==> config.mk <==
export PLATFORM = sky130hd
export DESIGN_NAME = control_unit
export DESIGN_NICKNAME = d
export VERILOG_FILES = /design/src/rtl/control_unit.sv
export SDC_FILE = /design/constraint.sdc
export NUM_CORES = 1
export LEC_CHECK = 0
export BUFFER_PORTS_ARGS = -buffer_cell sky130_fd_sc_hd__buf_2
export CORE_ASPECT_RATIO = 0.9
export CORE_MARGIN = 8
export CORE_UTILIZATION = 45
export DETAILED_ROUTE_END_ITERATION = 12
export GPL_TIMING_DRIVEN = 1
export MAX_ROUTING_LAYER = met4
export PLACE_DENSITY = 0.74
export SLEW_MARGIN = 5
export SYNTH_ARGS = -nofsm -noshare
export SYNTH_HDL_FRONTEND = slang
export SYNTH_SLANG_ARGS = --single-unit
==> constraint.sdc <==
create_clock -name clk -period 3.38 [get_ports clk]
set_input_delay 0.676 -clock clk [delete_from_list [all_inputs] [get_ports clk]]
set_output_delay 0.676 -clock clk [all_outputs]
set_load 0.05 [all_outputs]
==> src/rtl/control_unit.sv <==
// -----------------------------------------------------------------------------
// control_unit
//
// Multi-cycle sequencer for the Cortex-M0 core. Each instruction is stepped
// through FETCH -> DECODE -> EXECUTE -> WRITEBACK -> ADVANCE. Condition-failed
// instructions skip straight from DECODE to ADVANCE, and taken branches go
// from EXECUTE to BRANCH. A debug halt is honoured only on FETCH exit, so an
// instruction that has already left FETCH always completes.
//
// Parameters
//   FETCH_WAIT   : extra FETCH cycles for memory read latency (0..15)
//
// Ports
//   clk          : system clock, rising edge
//   rst          : asynchronous, active-high reset
//   update_flags : datapath S bit, instruction updates APSR
//   write_rd     : datapath request to write Rd
//   ig_ex        : datapath condition failed, skip execution
//   br_en        : datapath branch request
//   halt_req     : debug halt request
//   wr_en        : memory write enable (reserved, held 0)
//   branch       : select branch target into PC
//   new_pc_en    : sequential PC advance strobe
//   cu_decode    : decode phase strobe
//   cu_execute   : execute phase strobe
//   ld_sp        : SP load enable (reserved, held 0)
//   ld_lr        : LR load enable
//   ld_pc        : PC load enable
//   ld_rd        : Rd load enable
//   ld_apsr      : APSR load enable
//   ld_ipsr      : IPSR load enable (reserved, held 0)
//   ld_primask   : PRIMASK load enable (reserved, held 0)
//   halted       : core parked in HALT
//   state        : current state encoding, for debug
//   inst_count   : retired-instruction count, wraps at 2^32
// -----------------------------------------------------------------------------
module control_unit #(
    parameter int unsigned FETCH_WAIT = 1
) (
    input  logic        clk,
    input  logic        rst,
    input  logic        update_flags,
    input  logic        write_rd,
    input  logic        ig_ex,
    input  logic        br_en,
    input  logic        halt_req,
    output logic        wr_en,
    output logic        branch,
    output logic        new_pc_en,
    output logic        cu_decode,
    output logic        cu_execute,
    output logic        ld_sp,
    output logic        ld_lr,
    output logic        ld_pc,
    output logic        ld_rd,
    output logic        ld_apsr,
    output logic        ld_ipsr,
    output logic        ld_primask,
    output logic        halted,
    output logic [2:0]  state,
    output logic [31:0] inst_count
);

    typedef enum logic [2:0] {
        S_RESET     = 3'd0,
        S_FETCH     = 3'd1,
        S_DECODE    = 3'd2,
        S_EXECUTE   = 3'd3,
        S_WRITEBACK = 3'd4,
        S_ADVANCE   = 3'd5,
        S_BRANCH    = 3'd6,
        S_HALT      = 3'd7
    } state_t;

    localparam logic [3:0] WAIT_INIT = 4'(FETCH_WAIT);

    state_t      r_state;
    state_t      w_next_state;
    logic [3:0]  r_wait_cnt;
    logic [3:0]  w_next_wait;
    logic [31:0] r_inst_count;
    logic        w_retire;

    // State register, fetch wait counter and retired-instruction counter.
    // NOTE: sequential state uses non-blocking (<=) so every register samples
    // the pre-edge values of the others, independent of statement order.
    always_ff @(posedge clk or posedge rst) begin
        if (rst) begin
            r_state      <= S_RESET;
            r_wait_cnt   <= 4'd0;
            r_inst_count <= 32'd0;
        end else begin
            r_state    <= w_next_state;
            r_wait_cnt <= w_next_wait;
            if (w_retire) begin
                r_inst_count <= r_inst_count + 32'd1;
            end
        end
    end

    // Next-state and output decode. Strobes are Moore outputs of the
    // registered state, except ld_rd/ld_apsr which pass the datapath status
    // straight through while in WRITEBACK.
    always_comb begin
        // NOTE: every signal assigned here gets a default first; a path that
        // leaves one unassigned would infer a latch.
        w_next_state = r_state;
        w_next_wait  = r_wait_cnt;
        w_retire     = 1'b0;
        wr_en        = 1'b0;
        branch       = 1'b0;
        new_pc_en    = 1'b0;
        cu_decode    = 1'b0;
        cu_execute   = 1'b0;
        ld_sp        = 1'b0;
        ld_lr        = 1'b0;
        ld_pc        = 1'b0;
        ld_rd        = 1'b0;
        ld_apsr      = 1'b0;
        ld_ipsr      = 1'b0;
        ld_primask   = 1'b0;
        halted       = 1'b0;

        case (r_state)
            S_RESET: begin
                w_next_state = S_FETCH;
                w_next_wait  = WAIT_INIT;
            end
            S_FETCH: begin
                if (r_wait_cnt != 4'd0) begin
                    w_next_wait = r_wait_cnt - 4'd1;
                end else if (halt_req) begin
                    // Halt only between instructions: PC has not moved, so
                    // the same instruction is fetched again after HALT.
                    w_next_state = S_HALT;
                end else begin
                    w_next_state = S_DECODE;
                end
            end
            S_DECODE: begin
                cu_decode    = 1'b1;
                w_next_state = ig_ex ? S_ADVANCE : S_EXECUTE;
            end
            S_EXECUTE: begin
                cu_execute   = 1'b1;
                w_next_state = br_en ? S_BRANCH : S_WRITEBACK;
            end
            S_WRITEBACK: begin
                ld_rd        = write_rd;
                ld_apsr      = update_flags;
                w_next_state = S_ADVANCE;
            end
            S_ADVANCE: begin
                new_pc_en    = 1'b1;
                ld_pc        = 1'b1;
                w_retire     = 1'b1;
                w_next_state = S_FETCH;
                w_next_wait  = WAIT_INIT;
            end
            S_BRANCH: begin
                branch       = 1'b1;
                ld_pc        = 1'b1;
                ld_lr        = 1'b1;
                w_retire     = 1'b1;
                w_next_state = S_FETCH;
                w_next_wait  = WAIT_INIT;
            end
            S_HALT: begin
                halted = 1'b1;
                if (!halt_req) begin
                    w_next_state = S_FETCH;
                    w_next_wait  = WAIT_INIT;
                end
            end
            default: begin
                w_next_state = S_RESET;
            end
        endcase
    end

    assign state      = r_state;
    assign inst_count = r_inst_count;

endmodule
==> flow_summary.yaml <==
status:
  status: "finished, final reports clean"
die:
  die_y_um: 79.8
  die_x_um: 86.9
  row_count: 23
  start_util_pct: 46.3
  core-area_um2: 4400
  ios: 55
  die-area_um2: 6940
logic_synthesis:
  synth_top_area_cell: "dfrtp_1"
  synth.area.top_cells: "dfrtp_1 48%, xnor2_1 12%, nand3_1 4.4%, nor4_4 4.2%, nand4_1 3.4%"
  synth_edf_count: 0
  synth-xor-area-share_pct: 14.5
  yosysTopAreaCellShare_pct: 47.9
  synth_fa_ha_area_share_pct: 1.84
  synthCells: 189
  ys_async_sr_fraction_pct: 100
  ys_seq_elements: 39
  avgSynthCellArea_um2: 10.8
  synth_area_um2: 2040
  ys_seq_area_share_pct: 47.9
  synth_flop_cell: "dfrtp_1"
  synthMuxAreaShare_pct: 1.60
  synth_top_family_by_area: "simple AND/OR/NAND/NOR gates"
  ys_warn_count: 0
  synth_simple_gate_area_share_pct: 25.0
  synth-compound-area-share_pct: 4.85
  ys_types: 41
setup_path:
  critical_path.max_stage_delay_ps: 590
  regToRegStartpoint: "r_wait_cnt[0]$_DFFE_PP0P_"
  worst-r2r-cell-count: 6
  worstPathCellList: "nand2_1, o21bai_1, buf_2"
  r2r_setup_slack_ps: 1330
  worstSetupPathType: "reg2out"
  path_max_fanout: 13
  critical_path_required_ps: 2700
  crit_path_top_delay_cell: "dfrtp_1"
  cp.arrival_ps: 1780
  endpoint_kind: "output port"
  critPathLaunch: "state[1]$_DFFE_PP0P_"
  startpoint_type: "flip-flop"
power_and_ir_drop:
  power.static_leakage_nw: 1.22
  internal-power_mw: 0.965
  power.density_nw_per_um2: 692
  p_clk_share_pct: 23.0
  switchingPower_mw: 0.724
  pwr-share-comb_pct: 38.8
  p_sw_share_pct: 42.9
  ir_drop_uv: 754
  power.share.sequential_pct: 38.2
clock_network:
  cts_made_buffers: 5
  htree_levels: 2
  clk_latency_ps: 290
  clkSinkCount: 39
  path_clk_slew_ps: 80
  cts_resized: 0
  cts_setup_buffers: 0
  cts_tree: "built"
  clockBufferDepth: 2
  root_buffer: "clkbuf_8"
  cts_hold_buf: 0
grt:
  first_global_vias: 1555
  grt_max_degree: 24
  track_usage_pct: 13.3
  grt_pass1_wl_um: 7180
  grt_overflow: 0
  antenna_found_initial: 0
placed_design:
  dp_hpwl_um: 3190
  placed_cells: 296
  routabilityCongestion: 0.755
  port-buffer-count: 50
drt:
  firstDrtPassIters: 4
  finalWirelength_um: 4200
  num_vias: 1569
  drt_first_iter_violations: 70
  wl_per_cell_um: 13.8
  drtAntennaViolNets: 0
  drt-vias-per-instance: 5.16
  remaining_drc_errors: 0
final_layout:
  areaGrowthSynthToFinish_pct: 19.8
  drive_above_1_share_pct: 27.7
  n_fill_cell: 398
  layoutNonFillerInstCount: 304
  nNetsFinal: 251
  regArea_um2: 976
  num_antenna_cells: 0
  multi_input_area_um2: 991
sta:
  final_hold_viol_count: 0
  tightest_slew_ps: 832
  slew_violations: 0
  rsz0062_at_grt: "no"
  tns_ps: 0
  fin_hold_ws_ps: 467
  max-slew-margin-rel_pct: 44.5
  post-route-min-period_ps: 2460
  clock_skew_ps: 4.31
  period_share_pct: 72.7
  clock.fmax_ghz: 0.407
  setup_viol: 0
job:
  maxCapViolations: 0
hold_path:
  min_path_cells: 1
  min_from: "inst_count[31]$_DFFE_PP0P_"
  hold_class: "reg2reg"
[Yosys cell counts (2+ instances only)]
library cell / instances
a211oi_1: 2
and2_1: 7
and3_1: 4
and4_1: 3
buf_2: 3
buf_4: 5
dfrtp_1: 39
ha_1: 3
inv_1: 7
nand2_1: 12
nand3_1: 18
nand4_1: 11
nor2_1: 7
nor2b_1: 2
nor3_1: 5
nor4_4: 4
o21ai_0: 3
xnor2_1: 28
xor2_1: 4
[power groups by stage]
stage / combinational [mW] / clock (mW) / sequential, mW
after floorplan: 0.422 / 0 / 0.752
after global placement: 0.646 / 0 / 0.646
after detailed placement: 0.663 / 0 / 0.653
after CTS: 0.664 / 0.401 / 0.646
after global routing: 0.714 / 0.415 / 0.663
final: 0.655 / 0.389 / 0.645
[layout make-up]
cell class                      count  share of cell area [%]
Inverter                            7                    1.08
Clock inverter                      3                    1.79
Multi-Input combinational cell    137                    40.6
Tap cell                           62                    3.18
Clock buffer                        5                    2.82
Timing Repair Buffer               51                    10.6
Sequential cell                    39                    40.0
[final timing paths]
kind                                                    to
min in group asynchronous       inst_count[26]$_DFFE_PP0P_
max in group asynchronous        inst_count[7]$_DFFE_PP0P_
worst max register to register   r_wait_cnt[0]$_DFFE_PP0P_
worst min-delay path            inst_count[31]$_DFFE_PP0P_
worst min register to register  inst_count[31]$_DFFE_PP0P_
worst max-delay path                                 ld_pc
[layout by cell type, fill, tap and decap left out, types with 5 or more instances in the layout]
master,count
and2_1,7
buf_2,50
clkbuf_8,5
dfrtp_1,39
inv_1,7
nand2_1,12
nand3_1,18
nand4_1,11
nor2_1,7
nor3_1,5
xnor2_1,28
[per-layer routing]
metal | global-route usage (%) | share of wire [%]
met5 | - | 0
met4 | 5.15 | 1.3
met3 | 3.50 | 6.1
met2 | 20.0 | 44
met1 | 16.8 | 48
[critical path: cells and delay by family, from the launching register on]
family	cells	cell delay, ps
AO/OA/AOI/OAI	1	410
buffers and inverters	1	360
flip-flops	1	590
AND/OR/NAND/NOR	1	130
[stage by stage]
stage               power, mW  instance area, um^2  utilization, %  worst slack, ps
floorplan                1.17                 2050               -              577
global placement         1.29                 2330            52.9             1320
detailed placement       1.32                 2330            52.9             1250
CTS                      1.71                 2440            55.4              900
global route             1.79                 2440            55.4              778
finish                   1.69                 2440            55.4              923
[flip-flops by register name, indices dropped and copies added, names as in the netlist]
name        cells
state           3
inst_count     32
r_wait_cnt      4
[cell families (layout without fill, tap and decap cells)]
family          after synthesis  after routing
mux                           3              3
fa+ha+maj                     3              3
other cells                   1              4
simple gates                 81             81
compound gates               13             13
buf+inv                      16             66
xor+xnor                     33             33
flops                        39             39
Power figures use the tool's default switching activity.
